File: src/rtl/sensor_interval_timer_pkg.sv
// Shared types and default constants for sensor_interval_timer.
//   state_e        : FSM state encoding (ST_IDLE, ST_TIMING)
//   TICK_DIV_DEF   : default clock cycles per tick (1 ms at 50 MHz)
//   CNT_W_DEF      : default interval counter / time_out width
//   MAX_TICKS_DEF  : default tick count that aborts a measurement
package sensor_interval_timer_pkg;

  typedef enum logic {
    ST_IDLE   = 1'b0,
    ST_TIMING = 1'b1
  } state_e;

  localparam int TICK_DIV_DEF  = 50000;
  localparam int CNT_W_DEF     = 19;
  localparam int MAX_TICKS_DEF = (1 << 19) - 1;

endpackage

File: src/rtl/sensor_interval_timer_if.sv
// Sensor / result bundle between the track-sensor side and the timer.
//   s1, s2   : sensor levels (high = train present)
//   time_out : last completed interval in ticks
//   valid    : one-cycle strobe when time_out updates
//   busy     : measurement in progress
//   timeout  : one-cycle strobe when a measurement is aborted
// master = sensor/consumer side, slave = timer.
interface sensor_interval_timer_if
  import sensor_interval_timer_pkg::*;
#(
  parameter int CNT_W = CNT_W_DEF
);
  logic             s1;
  logic             s2;
  logic [CNT_W-1:0] time_out;
  logic             valid;
  logic             busy;
  logic             timeout;

  modport master (output s1, s2, input  time_out, valid, busy, timeout);
  modport slave  (input  s1, s2, output time_out, valid, busy, timeout);
endinterface

File: src/rtl/sensor_interval_timer_tick_prescaler.sv
// tick_prescaler: modulo-TICK_DIV cycle counter.
//   clk, rst : clock, async active-high reset
//   clear    : restart the count at 0 (wins over enable)
//   enable   : count this cycle
//   tick     : one-cycle pulse in the cycle the count sits at TICK_DIV-1
//              while enabled (the count wraps on that edge)
module tick_prescaler
  import sensor_interval_timer_pkg::*;
#(
  parameter int TICK_DIV = TICK_DIV_DEF
) (
  input  logic clk,
  input  logic rst,
  input  logic clear,
  input  logic enable,
  output logic tick
);
  localparam int            PW   = $clog2(TICK_DIV);
  localparam logic [PW-1:0] LAST = PW'(TICK_DIV - 1);

  logic [PW-1:0] cnt;

  always_ff @(posedge clk or posedge rst) begin
    if (rst)         cnt <= '0;
    else if (clear)  cnt <= '0;
    else if (enable) cnt <= (cnt == LAST) ? '0 : cnt + 1'b1;
  end

  assign tick = enable && (cnt == LAST);
endmodule

File: src/rtl/sensor_interval_timer.sv
// sensor_interval_timer: ticks elapsed from an s1 rise to the next s2 rise.
//   clk, rst : clock, async active-high reset
//   bus      : slave side of sensor_interval_timer_if (s1/s2 in;
//              time_out/valid/busy/timeout out, all registered)
// Optional: define INPUT_SYNC_EN to put a 2-flop synchronizer on s1/s2
// ahead of edge detection (start and stop both shift by 2 cycles).
module sensor_interval_timer
  import sensor_interval_timer_pkg::*;
#(
  parameter int TICK_DIV  = TICK_DIV_DEF,
  parameter int CNT_W     = CNT_W_DEF,
  parameter int MAX_TICKS = MAX_TICKS_DEF
) (
  input  logic                    clk,
  input  logic                    rst,
  sensor_interval_timer_if.slave  bus
);
  localparam logic [CNT_W-1:0] MAX_C = CNT_W'(MAX_TICKS);

  logic s1_in, s2_in;

`ifdef INPUT_SYNC_EN
  logic [1:0] s1_sync, s2_sync;
  always_ff @(posedge clk or posedge rst) begin
    if (rst) begin
      s1_sync <= '0;
      s2_sync <= '0;
    end else begin
      s1_sync <= {s1_sync[0], bus.s1};
      s2_sync <= {s2_sync[0], bus.s2};
    end
  end
  assign s1_in = s1_sync[1];
  assign s2_in = s2_sync[1];
`else
  assign s1_in = bus.s1;
  assign s2_in = bus.s2;
`endif

  // Edge flops reset low, so a sensor held high through reset release
  // reads as a rise on the first clock.
  logic s1_q, s2_q;
  always_ff @(posedge clk or posedge rst) begin
    if (rst) begin
      s1_q <= 1'b0;
      s2_q <= 1'b0;
    end else begin
      s1_q <= s1_in;
      s2_q <= s2_in;
    end
  end

  logic s1_rise, s2_rise;
  assign s1_rise = s1_in & ~s1_q;
  assign s2_rise = s2_in & ~s2_q;

  state_e           state, state_n;
  logic             start, done, abort;
  logic             tick;
  logic [CNT_W-1:0] cnt;
  logic             at_max;
  logic [CNT_W-1:0] result;

  assign at_max = (cnt == MAX_C);

  // A tick landing on the stop edge belongs to the interval, so it is
  // folded into the reported value; at MAX_TICKS it saturates instead.
  assign result = (tick && !at_max) ? cnt + 1'b1 : cnt;

  tick_prescaler #(.TICK_DIV(TICK_DIV)) u_presc (
    .clk    (clk),
    .rst    (rst),
    .clear  (start),
    .enable (state == ST_TIMING),
    .tick   (tick)
  );

  always_ff @(posedge clk or posedge rst) begin
    if (rst) state <= ST_IDLE;
    else     state <= state_n;
  end

  always_comb begin
    state_n = state;
    start   = 1'b0;
    done    = 1'b0;
    abort   = 1'b0;
    case (state)
      ST_IDLE: begin
        // A coincident s2 rise is deliberately dropped here.
        if (s1_rise) begin
          start   = 1'b1;
          state_n = ST_TIMING;
        end
      end
      ST_TIMING: begin
        // s2 is checked first so it beats a coincident timeout tick.
        if (s2_rise) begin
          done    = 1'b1;
          state_n = ST_IDLE;
        end else if (tick && at_max) begin
          abort   = 1'b1;
          state_n = ST_IDLE;
        end
      end
      default: state_n = ST_IDLE;
    endcase
  end

  // Counter stops at MAX_TICKS; the timeout leaves TIMING before any wrap.
  always_ff @(posedge clk or posedge rst) begin
    if (rst)                                          cnt <= '0;
    else if (start)                                   cnt <= '0;
    else if (state == ST_TIMING && tick && !at_max)   cnt <= cnt + 1'b1;
  end

  always_ff @(posedge clk or posedge rst) begin
    if (rst) begin
      bus.time_out <= '0;
      bus.valid    <= 1'b0;
      bus.busy     <= 1'b0;
      bus.timeout  <= 1'b0;
    end else begin
      bus.valid   <= done;
      bus.timeout <= abort;
      bus.busy    <= (state_n == ST_TIMING);
      if (done) bus.time_out <= result;
    end
  end
endmodule

File: src/flat_wrapper.sv
// flat-port wrapper written by rule: the top's interface ports become plain ports
module sensor_interval_timer_flat import sensor_interval_timer_pkg::*;
#(
  parameter int TICK_DIV  = TICK_DIV_DEF,
  parameter int CNT_W     = CNT_W_DEF,
  parameter int MAX_TICKS = MAX_TICKS_DEF
)
  (clk, rst, bus_s1, bus_s2, bus_time_out, bus_valid, bus_busy, bus_timeout);
  sensor_interval_timer_if #(.CNT_W(CNT_W)) bus_i ();
  input  logic clk;
  input  logic rst;
  input wire logic [$bits(bus_i.s1)-1:0] bus_s1;
  input wire logic [$bits(bus_i.s2)-1:0] bus_s2;
  output wire logic [$bits(bus_i.time_out)-1:0] bus_time_out;
  output wire logic [$bits(bus_i.valid)-1:0] bus_valid;
  output wire logic [$bits(bus_i.busy)-1:0] bus_busy;
  output wire logic [$bits(bus_i.timeout)-1:0] bus_timeout;
  assign bus_i.s1 = bus_s1;
  assign bus_i.s2 = bus_s2;
  assign bus_time_out = bus_i.time_out;
  assign bus_valid = bus_i.valid;
  assign bus_busy = bus_i.busy;
  assign bus_timeout = bus_i.timeout;
  sensor_interval_timer #(.TICK_DIV(TICK_DIV), .CNT_W(CNT_W), .MAX_TICKS(MAX_TICKS)) u_core (.clk(clk), .rst(rst), .bus(bus_i));
endmodule
File: config.mk
export PLATFORM = sky130hd
export DESIGN_NAME = sensor_interval_timer_flat
export DESIGN_NICKNAME = d
export VERILOG_FILES = /design/src/rtl/sensor_interval_timer_pkg.sv /design/src/rtl/sensor_interval_timer_if.sv /design/src/rtl/sensor_interval_timer_tick_prescaler.sv /design/src/rtl/sensor_interval_timer.sv /design/src/flat_wrapper.sv
export SDC_FILE = /design/constraint.sdc
export NUM_CORES = 1
export LEC_CHECK = 0
export CORE_ASPECT_RATIO = 1.75
export CORE_MARGIN = 1
export CORE_UTILIZATION = 30
export CTS_CLUSTER_DIAMETER = 120
export CTS_CLUSTER_SIZE = 30
export DETAILED_ROUTE_END_ITERATION = 6
export SLEW_MARGIN = 0
export SYNTH_ARGS = -nofsm -noshare
export SYNTH_HDL_FRONTEND = slang
export SYNTH_SLANG_ARGS = --single-unit
File: constraint.sdc
create_clock -name clk -period 2.9 [get_ports clk]
set_clock_uncertainty 0.1 [all_clocks]
set_input_delay 0.58 -clock clk [delete_from_list [all_inputs] [get_ports clk]]
set_output_delay 0.58 -clock clk [all_outputs]
set_load 0.02 [all_outputs]
==> results.ini <==
[floorplan]
coreArea_um2=9090
die_w_um=75.5
ios=26
die-area_um2=9850
start_util_pct=31.2
fp.dieH_um=131
rows=46

[setup_path]
end_kind=flip-flop
crit_type=reg2reg
critPathArrivalTime_ps=2830
rrSetupSlack_ps=210
path_max_fanout=10
critPathLaunchType=flip-flop
crit_required_ps=3050

[synthesis]
ys_seq_elements=59
synthCells=292
async_flop_share_pct=100
synth-edff-count=0
synth.distinct_cells=40
syn_nets=298
ys.flop_type=dfrtp_1
synth_seq_area_share_pct=52.1
yosys_warnings=0
syn_area_um2=2830
avgSynthCellArea_um2=9.70

[layout]
area_growth_pct=27.5
fin_nets=330
drive_gt1_share_pct=11.6
diodes=0

[timing]
slew_viol_final=0
rsz0062_at_grt=false
fin_crit_ps=2690
max_freq_ghz=0.372
tns_ps=0
slew_headroom_pct=23.1
min_period_over_period_pct=92.6
setup_viol=0
setup_ws_ps=215
report.final.hold_viol_count=0
worst_pin_slew_ps=1150

[place]
gp_congestion=0.867
pre_cts_ws_ps=230
port_buffers=25
dp_hpwl_um=4680

[global_route]
antenna_found_initial=0
gr-total-overflow=0
grt_pass1_wl_um=11000
grt_use_total_pct=15.1
grt_max_degree=27
grt_pass1_vias=2307

[pwr]
swShare_pct=24.3
p_comb_share_pct=14.2
p_sw_mw=0.629
clkPwrFrac_pct=48.9
power_density_nw_per_um2=718
p_int_mw=1.96
power_frac_seq_pct=36.9
p_leak_nw=1.47
irDropWorstVdd_mv=0.386

[cts]
cts_hold_buf=0
cts_root_buffer=clkbuf_16
clock-sinks=59
postCtsSetupBuffers=0
numCtsBuffers=9
clk_latency_ps=330
cts_max_level=3
cts_tree=built
cts-resized-gates=0
clockBufferDepth=2
path_clk_slew_ps=50

[drt]
drtIter0Drc=89
ant_nets=0
drt_wl_total_um=6470
route.detailed.drc=0
dr_wl_met2_um=3610
topRoutingLayerUsed=met4
via_per_inst=5.01
wl_per_cell_um=14.4
vias=2251
wl_met1_um=2600
wl_met3_um=150
first_pass_iters=4

[outcome]
status=finished clean

[min_path]
hold_class=reg2reg

[job]
cap_violations=0

-- path summary, 6_finish.rpt --
check,from,endpoint,depth (start not counted)
hold / removal,u_core.bus.time_out[6]$_DFFE_PP0P_,u_core.bus.time_out[6]$_DFFE_PP0P_,2
hold reg to reg,u_core.bus.time_out[6]$_DFFE_PP0P_,u_core.bus.time_out[6]$_DFFE_PP0P_,2
min in group asynchronous,rst,u_core.s1_q$_DFF_PP0_,2
setup / recovery,u_core.u_presc.cnt[11]$_DFFE_PP0P_,u_core.cnt[15]$_DFFE_PP0P_,5
max in group asynchronous,rst,u_core.bus.time_out[7]$_DFFE_PP0P_,3
setup reg to reg,u_core.u_presc.cnt[11]$_DFFE_PP0P_,u_core.cnt[15]$_DFFE_PP0P_,5
-- flip-flops by register name, indices dropped and copies added, names as in the netlist --
name	count
u_core.bus.timeout	1
u_core.state	1
u_core.s2_q	1
u_core.cnt	19
u_core.bus.valid	1
u_core.u_presc.cnt	16
u_core.bus.time_out	19
u_core.s1_q	1
-- cells in the mapped netlist, drive strengths merged (4+ instances only) --
cell type / n / area [um2]
a211oi: 5 / 37.5
a21oi: 4 / 20.0
a31oi: 4 / 25.0
and4: 7 / 65.1
clkbuf: 12 / 45.0
dfrtp: 59 / 1480
inv: 4 / 15.0
nand2: 37 / 141
nand2b: 4 / 25.0
nand3: 12 / 60.1
nand4: 11 / 68.8
nor2: 30 / 113
nor3: 6 / 30.0
o211ai: 5 / 37.5
o21ai: 40 / 200
o31ai: 4 / 30.0
xnor2: 9 / 78.8
xor2: 8 / 70.1
-- cell type report --
cell class,instances,area [um2]
clock buffers,12,267
clock inverters,4,95.1
fillers,955,5480
inverters,4,15.0
multi-input cells,214,1270
flip-flops and latches,59,1480
well taps,120,150
repair buffers,36,333
-- layer usage --
| metal | GRT usage, % | vias to the layer above |
|---|---|---|
| li1 | - | 1112 |
| met1 | 16.7 | 1092 |
| met2 | 26.7 | 35 |
| met3 | 3.30 | 12 |
| met4 | 6.97 | 0 |
| met5 | 0 | - |
-- cells by family after synthesis --
family                     Yosys count  share of synthesized area, %
and+or+nand+nor                    122                          22.0
AOI/OAI and AO/OA                   71                          15.7
DFF                                 59                          52.1
buffers and inverters               19                          3.31
xor gates and xnor gates            17                          5.26
muxes                                2                         0.707
adders and majority gates            2                         0.883
-- placed cells by master (no fill, tap or decap), types with 2 or more instances in the layout --
master and n:
a211oi_1 5, nor3_1 6, a21oi_1 4, inv_1 3, o31ai_1 4, o21ai_0 40
buf_4 11, xnor2_1 9, nand3_1 12, mux2i_1 2, nand2b_1 4, nor2_1 30
or3_1 2, clkbuf_8 3, and4_2 3, bufinv_16 3, dfrtp_1 59, nor2b_1 3
xor2_1 8, o21bai_1 2, o211ai_1 5, ha_1 2, and4_1 4, nand4_1 11
and2_1 3, a31oi_1 4, clkbuf_16 9, nand2_1 36, clkdlybuf4s50_1 25
-- critical path: stages (launching register included) --
cell and delay [ps]:
dfrtp_1 410, or4b_1 630, or4_4 610, a211o_1 310, or3_1 370, a21oi_1 170
-- power groups by stage --
stage | clock [mW] | sequential (mW) | combinational [mW]
2_1_floorplan | 0 | 1.03 | 0.138
3_3_place_gp | 0 | 0.969 | 0.367
3_5_place_dp | 0 | 0.971 | 0.373
4_1_cts | 1.28 | 0.958 | 0.375
5_1_grt | 1.32 | 0.970 | 0.413
6_report | 1.27 | 0.957 | 0.369
-- per-stage QoR --
stage / power (mW) / cell area (um2) / hold slack, ps / std cells / util [%]
after floorplan: 1.16 / 2830 / 350 / 292 / -
after global placement: 1.34 / 3250 / 366 / 433 / 35.7
after detailed placement: 1.34 / 3250 / 371 / 433 / 35.7
after CTS: 2.62 / 3610 / 382 / 449 / 39.7
after global routing: 2.70 / 3610 / 405 / 449 / 39.7
final: 2.59 / 3610 / 372 / 449 / 39.7
Note: power is estimated with default switching activity, not from simulation.
